[config.mk]
export PLATFORM = sky130hd
export DESIGN_NAME = ddr3_wr_burst_ctrl_flat
export DESIGN_NICKNAME = d
export VERILOG_FILES = /design/src/rtl/ddr3_wr_burst_ctrl_if.sv /design/src/rtl/ddr3_wr_burst_ctrl.sv /design/src/flat_wrapper.sv
export SDC_FILE = /design/constraint.sdc
export NUM_CORES = 1
export LEC_CHECK = 0
export BUFFER_PORTS_ARGS = -buffer_cell sky130_fd_sc_hd__buf_2
export CORE_AREA = 2 2 448 450
export DETAILED_ROUTE_END_ITERATION = 12
export DIE_AREA = 0 0 450 452
export PLACE_DENSITY = 0.32
export SYNTH_ARGS = -nofsm -noshare
export SYNTH_HDL_FRONTEND = slang
export SYNTH_SLANG_ARGS = --single-unit
[constraint.sdc]
create_clock -name i_clk -period 5 [get_ports i_clk]
set_clock_uncertainty 0.15 [all_clocks]
set_input_delay 0.25 -clock i_clk [delete_from_list [all_inputs] [get_ports i_clk]]
set_output_delay 0.25 -clock i_clk [all_outputs]
set_load 0.005 [all_outputs]
[src/rtl/ddr3_wr_burst_ctrl_if.sv]
// FIFO-read and MIG app/wdf signals of the DDR3 write burst controller.
// master = burst controller side, slave = FIFO + MIG side.
interface ddr3_wr_burst_ctrl_if #(
  parameter int DATA_WD = 512,
  parameter int ADDR_WD = 28,
  parameter int CNT_WD  = 6
);
  // FWFT FIFO read side
  logic [DATA_WD-1:0] i_fifo_dout;
  logic               i_fifo_empty;
  logic [CNT_WD-1:0]  i_fifo_rd_cnt;
  logic               o_fifo_rd;
  // MIG command channel
  logic [2:0]         o_app_cmd;
  logic [ADDR_WD-1:0] o_app_addr;
  logic               o_app_en;
  logic               i_app_rdy;
  // MIG write-data channel
  logic [DATA_WD-1:0] o_app_wdf_data;
  logic               o_app_wdf_wren;
  logic               o_app_wdf_end;
  logic               i_app_wdf_rdy;

  modport master (
    input  i_fifo_dout, i_fifo_empty, i_fifo_rd_cnt, i_app_rdy, i_app_wdf_rdy,
    output o_fifo_rd, o_app_cmd, o_app_addr, o_app_en,
           o_app_wdf_data, o_app_wdf_wren, o_app_wdf_end
  );

  modport slave (
    output i_fifo_dout, i_fifo_empty, i_fifo_rd_cnt, i_app_rdy, i_app_wdf_rdy,
    input  o_fifo_rd, o_app_cmd, o_app_addr, o_app_en,
           o_app_wdf_data, o_app_wdf_wren, o_app_wdf_end
  );
endinterface

[src/rtl/ddr3_wr_burst_ctrl.sv]
// DDR3 write burst controller: drains the FWFT width-conversion FIFO into the
// MIG native interface in bursts of BURST_LEN beats (or a shorter flush burst),
// walking a circular address region [base, end). One beat = one command plus
// one wdf beat, both accepted in the same cycle straight from the FIFO head.
module ddr3_wr_burst_ctrl #(
  parameter int DATA_WD   = 512,
  parameter int ADDR_WD   = 28,
  parameter int CNT_WD    = 6,
  parameter int BURST_LEN = 16,
  parameter int ADDR_STEP = 8
) (
  input  logic               i_clk,
  input  logic               i_rst,
  input  logic               i_en,
  input  logic               i_flush,
  input  logic               i_addr_load,
  input  logic [ADDR_WD-1:0] i_base_addr,
  input  logic [ADDR_WD-1:0] i_end_addr,
  ddr3_wr_burst_ctrl_if.master bus,
  output logic               o_busy,
  output logic               o_wrap,
  output logic [31:0]        o_beat_cnt
);

  typedef enum logic {IDLE, BURST} state_t;

  localparam logic [CNT_WD-1:0]  BURST_LEN_C = CNT_WD'(BURST_LEN);
  localparam logic [CNT_WD-1:0]  ONE_C       = CNT_WD'(1);
  localparam logic [ADDR_WD:0]   STEP_C      = (ADDR_WD+1)'(ADDR_STEP);

  state_t              state_q, state_d;
  logic [CNT_WD-1:0]   len_q, len_d;     // beats in the current burst
  logic [CNT_WD-1:0]   beat_q, beat_d;   // beats accepted so far in this burst
  logic [ADDR_WD-1:0]  addr_q;
  logic [ADDR_WD:0]    addr_nxt;         // one extra bit so the end compare never overflows
  logic                wrap_hit;
  logic                wrap_q;
  logic [31:0]         beat_tot_q;
  logic                fire;
  logic                last_beat;

  // A beat moves only when the FIFO has a head word and MIG takes both
  // command and data in the same cycle; no skid buffering anywhere.
  assign fire      = (state_q == BURST) & ~bus.i_fifo_empty & bus.i_app_rdy & bus.i_app_wdf_rdy;
  assign last_beat = fire && (beat_q == (len_q - ONE_C));

  assign addr_nxt  = {1'b0, addr_q} + STEP_C;
  assign wrap_hit  = (addr_nxt >= {1'b0, i_end_addr});

  // State, burst length and in-burst beat index registers
  always_ff @(posedge i_clk) begin
    if (i_rst) begin
      state_q <= IDLE;
      len_q   <= '0;
      beat_q  <= '0;
    end else begin
      state_q <= state_d;
      len_q   <= len_d;
      beat_q  <= beat_d;
    end
  end

  // Burst start/finish decisions; a full burst beats a flush burst
  always_comb begin
    state_d = state_q;
    len_d   = len_q;
    beat_d  = beat_q;
    unique case (state_q)
      IDLE: begin
        if (i_en && (bus.i_fifo_rd_cnt >= BURST_LEN_C)) begin
          state_d = BURST;
          len_d   = BURST_LEN_C;
          beat_d  = '0;
        end else if (i_en && i_flush && !bus.i_fifo_empty) begin
          state_d = BURST;
          // FWFT count can trail the empty flag by a cycle; never latch a
          // zero-length burst, which would otherwise run to counter wrap.
          len_d   = (bus.i_fifo_rd_cnt == '0) ? ONE_C : bus.i_fifo_rd_cnt;
          beat_d  = '0;
        end
      end
      BURST: begin
        if (fire) begin
          beat_d = beat_q + ONE_C;
          if (last_beat) state_d = IDLE;
        end
      end
    endcase
  end

  // Circular address pointer and one-cycle wrap pulse; loads only while idle
  always_ff @(posedge i_clk) begin
    if (i_rst) begin
      addr_q <= '0;
      wrap_q <= 1'b0;
    end else begin
      wrap_q <= fire & wrap_hit;
      if ((state_q == IDLE) && i_addr_load)
        addr_q <= i_base_addr;
      else if (fire)
        addr_q <= wrap_hit ? i_base_addr : addr_nxt[ADDR_WD-1:0];
    end
  end

  // Free-running accepted-beat total, wraps modulo 2**32
  always_ff @(posedge i_clk) begin
    if (i_rst) beat_tot_q <= '0;
    else if (fire) beat_tot_q <= beat_tot_q + 32'd1;
  end

  assign bus.o_fifo_rd      = fire;
  assign bus.o_app_cmd      = 3'b000;
  assign bus.o_app_addr     = addr_q;
  assign bus.o_app_en       = fire;
  assign bus.o_app_wdf_data = bus.i_fifo_dout;
  assign bus.o_app_wdf_wren = fire;
  assign bus.o_app_wdf_end  = fire;

  assign o_busy     = (state_q == BURST);
  assign o_wrap     = wrap_q;
  assign o_beat_cnt = beat_tot_q;

endmodule

[src/flat_wrapper.sv]
// flat-port wrapper written by rule: the top's interface ports become plain ports
module ddr3_wr_burst_ctrl_flat 
#(
  parameter int DATA_WD   = 512,
  parameter int ADDR_WD   = 28,
  parameter int CNT_WD    = 6,
  parameter int BURST_LEN = 16,
  parameter int ADDR_STEP = 8
)
  (i_clk, i_rst, i_en, i_flush, i_addr_load, i_base_addr, i_end_addr, o_busy, o_wrap, o_beat_cnt, bus_i_fifo_dout, bus_i_fifo_empty, bus_i_fifo_rd_cnt, bus_i_app_rdy, bus_i_app_wdf_rdy, bus_o_fifo_rd, bus_o_app_cmd, bus_o_app_addr, bus_o_app_en, bus_o_app_wdf_data, bus_o_app_wdf_wren, bus_o_app_wdf_end);
  ddr3_wr_burst_ctrl_if #(.DATA_WD(DATA_WD), .ADDR_WD(ADDR_WD), .CNT_WD(CNT_WD)) bus_i ();
  input  logic i_clk;
  input  logic i_rst;
  input  logic i_en;
  input  logic i_flush;
  input  logic i_addr_load;
  input  logic [ADDR_WD-1:0] i_base_addr;
  input  logic [ADDR_WD-1:0] i_end_addr;
  output logic o_busy;
  output logic o_wrap;
  output logic [31:0] o_beat_cnt;
  input wire logic [$bits(bus_i.i_fifo_dout)-1:0] bus_i_fifo_dout;
  input wire logic [$bits(bus_i.i_fifo_empty)-1:0] bus_i_fifo_empty;
  input wire logic [$bits(bus_i.i_fifo_rd_cnt)-1:0] bus_i_fifo_rd_cnt;
  input wire logic [$bits(bus_i.i_app_rdy)-1:0] bus_i_app_rdy;
  input wire logic [$bits(bus_i.i_app_wdf_rdy)-1:0] bus_i_app_wdf_rdy;
  output wire logic [$bits(bus_i.o_fifo_rd)-1:0] bus_o_fifo_rd;
  output wire logic [$bits(bus_i.o_app_cmd)-1:0] bus_o_app_cmd;
  output wire logic [$bits(bus_i.o_app_addr)-1:0] bus_o_app_addr;
  output wire logic [$bits(bus_i.o_app_en)-1:0] bus_o_app_en;
  output wire logic [$bits(bus_i.o_app_wdf_data)-1:0] bus_o_app_wdf_data;
  output wire logic [$bits(bus_i.o_app_wdf_wren)-1:0] bus_o_app_wdf_wren;
  output wire logic [$bits(bus_i.o_app_wdf_end)-1:0] bus_o_app_wdf_end;
  assign bus_i.i_fifo_dout = bus_i_fifo_dout;
  assign bus_i.i_fifo_empty = bus_i_fifo_empty;
  assign bus_i.i_fifo_rd_cnt = bus_i_fifo_rd_cnt;
  assign bus_i.i_app_rdy = bus_i_app_rdy;
  assign bus_i.i_app_wdf_rdy = bus_i_app_wdf_rdy;
  assign bus_o_fifo_rd = bus_i.o_fifo_rd;
  assign bus_o_app_cmd = bus_i.o_app_cmd;
  assign bus_o_app_addr = bus_i.o_app_addr;
  assign bus_o_app_en = bus_i.o_app_en;
  assign bus_o_app_wdf_data = bus_i.o_app_wdf_data;
  assign bus_o_app_wdf_wren = bus_i.o_app_wdf_wren;
  assign bus_o_app_wdf_end = bus_i.o_app_wdf_end;
  ddr3_wr_burst_ctrl #(.DATA_WD(DATA_WD), .ADDR_WD(ADDR_WD), .CNT_WD(CNT_WD), .BURST_LEN(BURST_LEN), .ADDR_STEP(ADDR_STEP)) u_core (.i_clk(i_clk), .i_rst(i_rst), .i_en(i_en), .i_flush(i_flush), .i_addr_load(i_addr_load), .i_base_addr(i_base_addr), .i_end_addr(i_end_addr), .bus(bus_i), .o_busy(o_busy), .o_wrap(o_wrap), .o_beat_cnt(o_beat_cnt));
endmodule
## After elaboration in Yosys (flattened, before gate mapping)

Index checks and enable logic that the tools add are counted.

| storage, ports and cells | value |
|---|---|
| register bits | 74 |
| latch bits | 0 |
| bits in writable memories | 0 |
| memory bits (read-only) | 0 |
| bits of input ports | 582 |
| output and inout bits | 581 |
| logic and storage cells | 47 |
| memories | 0 |

| operators by class | value |
|---|---|
| add/sub/neg operators | 4 |
| multipliers | 0 |
| divide/modulo/power cells | 0 |
| order comparisons | 2 |
| eq/ne operators | 3 |
| shift-type cells | 0 |
| muxes and demuxes | 15 |
| bitwise operators | 6 |
| reductions and logical operators | 11 |

Operators with widths:

| kind | number |
|---|---|
| 28-bit 2-to-1 mux | 3 |
| 6-bit 2-to-1 mux | 6 |
| 32-bit by 1-bit adder with 32-bit output (second input constant) | 1 |
| 28-bit by 4-bit adder with 29-bit output (second input constant) | 1 |
| 29-bit by 28-bit greater-or-equal comparator with 1-bit output | 1 |
| 6-bit one-hot mux with 2 select lines | 1 |
| 6-bit by 1-bit adder with 6-bit output (second input constant) | 1 |
| 6-bit == test | 1 |
| 6-bit by 5-bit greater-or-equal comparator with 1-bit output (second input constant) | 1 |
| 6-bit zero test | 1 |
| 6-bit by 1-bit subtractor with 6-bit output (second input constant) | 1 |
| 1-bit logical AND | 5 |
| 1-bit AND | 4 |
| 1-bit 2-to-1 mux | 4 |
| 2-bit AND reduction | 2 |
| 2-bit nonzero test | 2 |
| 3-bit by 1-bit != test with 1-bit output (second input constant) | 1 |
| 2-bit != test (second input constant) | 1 |
| 1-bit NOT | 2 |
| 1-bit one-hot mux with 2 select lines | 1 |
| 1-bit zero test | 1 |

## Logic depth before layout (Yosys ltp)

| depth | value |
|---|---|
| depth in word-level cells | 8 |
| depth in mapped cells | 16 |
| depth with buffers taken out | 14 |

## Worst setup path after synthesis

OpenSTA, ideal clock, no wires.

| timing path | value |
|---|---|
| kind | register -> register |
| from | register u_core.addr_q[5], in the netlist u_core.bus.o_app_addr[5] |
| to | register u_core.addr_q[11], in the netlist u_core.bus.o_app_addr[11] |
| library setup time | 92 ps |
| data arrival time | 3455 ps |
| data required time | 4758 ps |
| slack | 1303 ps |
| stages on the path, launching flop included | 17 |
| period minus slack after synthesis | 3697 ps |
| cells stage by stage | dfxtp_1 > buf_2 > and4_1 > and3_1 > and4_1 > and2_0 > nand3_1 > xnor2_1 > ha_1 > nand3_1 > nor4_1 > nand4_1 > a31oi_4 > or3_4 > buf_2 > nor2_1 > nor4_1 |

| between the ends | value |
|---|---|
| cells in the longest elaborated chain, start to end | 5 |

RTL lines:

| item | line | source |
|---|---|---|
| from (decl) | ddr3_wr_burst_ctrl.sv:34 | `logic [ADDR_WD-1:0] addr_q;` |
| from (signal assigned) | ddr3_wr_burst_ctrl.sv:99 | `addr_q <= i_base_addr;` |
| from (signal assigned) | ddr3_wr_burst_ctrl.sv:101 | `addr_q <= wrap_hit ? i_base_addr : addr_nxt[ADDR_WD-1:0];` |
| 28-bit by 4-bit adder with 29-bit output (*) | ddr3_wr_burst_ctrl.sv:47 | `assign addr_nxt = {1'b0, addr_q} + STEP_C;` |
| 29-bit by 28-bit greater-or-equal comparator with 1-bit output | ddr3_wr_burst_ctrl.sv:48 | `assign wrap_hit = (addr_nxt >= {1'b0, i_end_addr});` |
| 28-bit 2-to-1 mux (*) | ddr3_wr_burst_ctrl.sv:101 |  |
| 28-bit 2-to-1 mux (*) | ddr3_wr_burst_ctrl.sv:100 | `else if (fire)` |
| 28-bit 2-to-1 mux (*) | ddr3_wr_burst_ctrl.sv:98 | `if ((state_q == IDLE) && i_addr_load)` |

Every way passes the cells marked *; elsewhere a longest branch is shown, timed or not. The select of a mux whose other input is x is not followed.
A chain may end at the register's enable or synchronous reset.

## Worst setup path in the final report

| timing path | value |
|---|---|
| from | register u_core.addr_q[3], in the netlist u_core.bus.o_app_addr[3] |
| to | register u_core.addr_q[16], in the netlist u_core.bus.o_app_addr[16] |

The elaborated chain is that of the path after synthesis.

==> results.json <==
{
  "min_from": "bus_i_fifo_rd_cnt[4]",
  "max_vdd_drop_mv": 0.134,
  "finalHoldViolCount": 0,
  "synth-async-reset-ratio_pct": 0,
  "required_ns": 5.20,
  "cts_tree": "built",
  "yosys_most_used_dff": "dfxtp_1",
  "clock_sink_count": 74,
  "dp.cells": 3354,
  "cts.root.buffer_cell": "clkbuf_16",
  "cts_inserted_buffers": 9,
  "worst_relative_slew_slack_pct": 50.2,
  "detail_route.wl_per_cell_um": 26.9,
  "drt-vias-per-instance": 1.81,
  "worstSkewPairLatency_ns": 0.42,
  "fmax_mhz": 230,
  "grt_start_max_net_pins": 48,
  "power-per-cell-area_nw_per_um2": 193,
  "overflow": 0,
  "worst-endpoint-arrival_ns": 4.56,
  "fp.coreArea_um2": 199000,
  "postSynthCellCount": 1094,
  "min_tclk_post_route_ns": 4.36,
  "final.setup.tns_ns": 0,
  "seq_area_frac_synth_pct": 17.5,
  "worst_setup_path_start_kind": "flip-flop",
  "grt_setup_unrepaired": "false",
  "post-layout-total-power_w": 0.00177,
  "fp-row-count": 164,
  "final_wl_um": 91600,
  "worst_setup_hold_path_clk_slew_ns": 0.07,
  "detailed_place_hpwl_um": 82700,
  "hold_class": "input port to flip-flop",
  "syn-mean-instance-area_um2": 7.74,
  "synth.cell_area_um2": 8470,
  "dieHeight_um": 452,
  "first_pass_iters": 5,
  "cts_max_path_buffers": 2,
  "tightest_slew_ns": 0.748,
  "r2r_start": "u_core.bus.o_app_addr[3]",
  "layout_commonest_cell": "buf_2",
  "cts-htree-levels": 3,
  "via_count": 6146,
  "ios": 1163,
  "syn_to_final_growth_pct": 8.01,
  "initial_core_util_pct": 4.26,
  "max-cap-violations": 0,
  "min_period_over_period_pct": 87.1,
  "post_synth_edffs": 0,
  "yosys.cell_types.count": 60,
  "antenna_violations_before_repair": 47,
  "setup_viol": 0,
  "drive_above_1_share_pct": 24.1,
  "post-cts-setup-buffer-count": 0,
  "drt.antenna.violating_nets": 0,
  "port_buffers": 135,
  "crit_path_max_fanout": 10,
  "drt_iter0_drc": 456,
  "finalMaxSlewViolations": 0,
  "nets": 1352,
  "crit_path_start": "u_core.bus.o_app_addr[3]",
  "area_of_the_die_um2": 203000,
  "reg2reg_slack_ns": 0.64,
  "gp_congestion": 0.697,
  "synth.yosys.warnings": 0,
  "finish.cell_count_without_fillers": 3401,
  "critical_path.endpoint_type": "flip-flop",
  "commonest_non_fill_non_tap_cells_in_the_layout": "buf_2, nor2_1, dfxtp_1",
  "result_of_the_run": "finished, final reports clean",
  "flops_latches_synth": 74,
  "leakage_nw": 2.83,
  "dieWidth_um": 450,
  "grt_use_total_pct": 8.69,
  "grt_first_pass_wirelength_um": 105000,
  "first_global_vias": 5775,
  "remaining_drc_errors": 0,
  "crit_type": "flip-flop to flip-flop"
}
## final timing paths
check,end,cells past startpoint
worst min-delay path,u_core.len_q[3],4
worst max-delay path,u_core.bus.o_app_addr[16],14
worst min register to register,u_core.len_q[1],2
worst max register to register,u_core.bus.o_app_addr[16],14
## synthesized netlist by cell type (2+ instances only)
cell type | count | area share, %
a211o_1 | 2 | 0.21
nor3_1 | 7 | 0.41
buf_2 | 5 | 0.30
clkbuf_1 | 14 | 0.62
o221a_2 | 2 | 0.27
buf_1 | 3 | 0.13
o311ai_0 | 2 | 0.21
nor4_1 | 18 | 1.3
a21o_1 | 4 | 0.35
or4_1 | 2 | 0.18
and3_1 | 8 | 0.59
dfxtp_1 | 74 | 17
nand3b_1 | 2 | 0.18
nand4_1 | 13 | 0.96
xnor2_1 | 28 | 2.9
o21bai_1 | 2 | 0.18
nand2b_1 | 2 | 0.15
ha_1 | 32 | 4.7
o211ai_1 | 2 | 0.18
or2_2 | 7 | 0.52
nor2_1 | 92 | 4.1
xor2_1 | 30 | 3.1
a211oi_1 | 6 | 0.53
mux2i_1 | 5 | 0.59
and2_0 | 2 | 0.15
buf_4 | 518 | 46
nor2b_1 | 2 | 0.15
a21oi_1 | 31 | 1.8
nor3b_1 | 3 | 0.27
o21ai_0 | 13 | 0.77
a31oi_1 | 4 | 0.30
nand2_1 | 43 | 1.9
and4_1 | 11 | 1.1
inv_1 | 34 | 1.5
nand3_1 | 36 | 2.1
or3_1 | 11 | 0.81
## flip-flops by register name, summed over array words and instances (netlist names)
name,count
u_core.o_beat_cnt,32
u_core.bus.o_app_addr,28
u_core.o_wrap,1
u_core.beat_q,6
u_core.len_q,6
u_core.o_busy,1
## worst max-delay path: stages (launching register included)
cell     delay, ns
dfxtp_1       0.45
ha_1          0.30
and3_1        0.24
and4_1        0.33
and2_0        0.32
nand3_1       0.14
xnor2_1       0.17
ha_1          0.32
nand3_1       0.13
nor4_1        0.44
nand4_1       0.24
a31oi_4       0.37
nor2_2        0.16
or4b_1        0.48
nand3_1       0.08
## cell type report
cell class                 count  area [µm²]
clock inverter                 6        42.5
inverter                      35         131
sequential                    74        1480
fill                       23800      189000
clock buffer                  10         239
multi-input combinational    445        2870
timing repair buffer         173        1050
tap                         2656        3320
antenna                        2        5.00
## metrics by stage
step / setup WS [ns] / utilization, % / hold WS (ns) / area (µm²)
after global placement: 0.681 / 4.31 / 0.315 / 8570
after global routing: 0.157 / 4.60 / 0.0579 / 9140
after detailed placement: 0.626 / 4.31 / 0.323 / 8570
after CTS: 0.617 / 4.60 / 0.00795 / 9140
final: 0.643 / 4.60 / 0.0778 / 9140
after floorplan: 1.30 / - / 0.244 / 8470
## kinds of logic after synthesis
logic type                 after synthesis  share of synthesized area, %
AOI/OAI and AO/OA                       78                          6.12
adders and majority gates               32                          4.73
buffers and inverters                  577                          48.7
muxes                                    6                         0.724
and+or+nand+nor                        268                          16.2
xor gates and xnor gates                58                          6.00
DFF                                     74                          17.5
other                                    1                        0.0443
## layer usage
layer	up-vias	share of wire, %	track usage, %	wire length [µm]
met3	222	26	10.5	23400
met5	-	1.2	2.96	1110
met4	34	3.9	3.31	3550
met2	883	46	13.7	41700
met1	2666	24	5.98	21900
li1	2341	-	-	-
## power by group
group | internal [W] | total (W) | switching (W)
logic | 0.000140 | 0.000362 | 0.000222
clock network | 0.000351 | 0.000745 | 0.000394
registers | 0.000615 | 0.000661 | 0.0000457
total | 0.00111 | 0.00177 | 0.000661
## timing repair
item,CTS,global route
resized for setup,0,0
endpoints found under the hold margin,29,0
hold buffers,29,0
(Power assumes the default switching activity.)
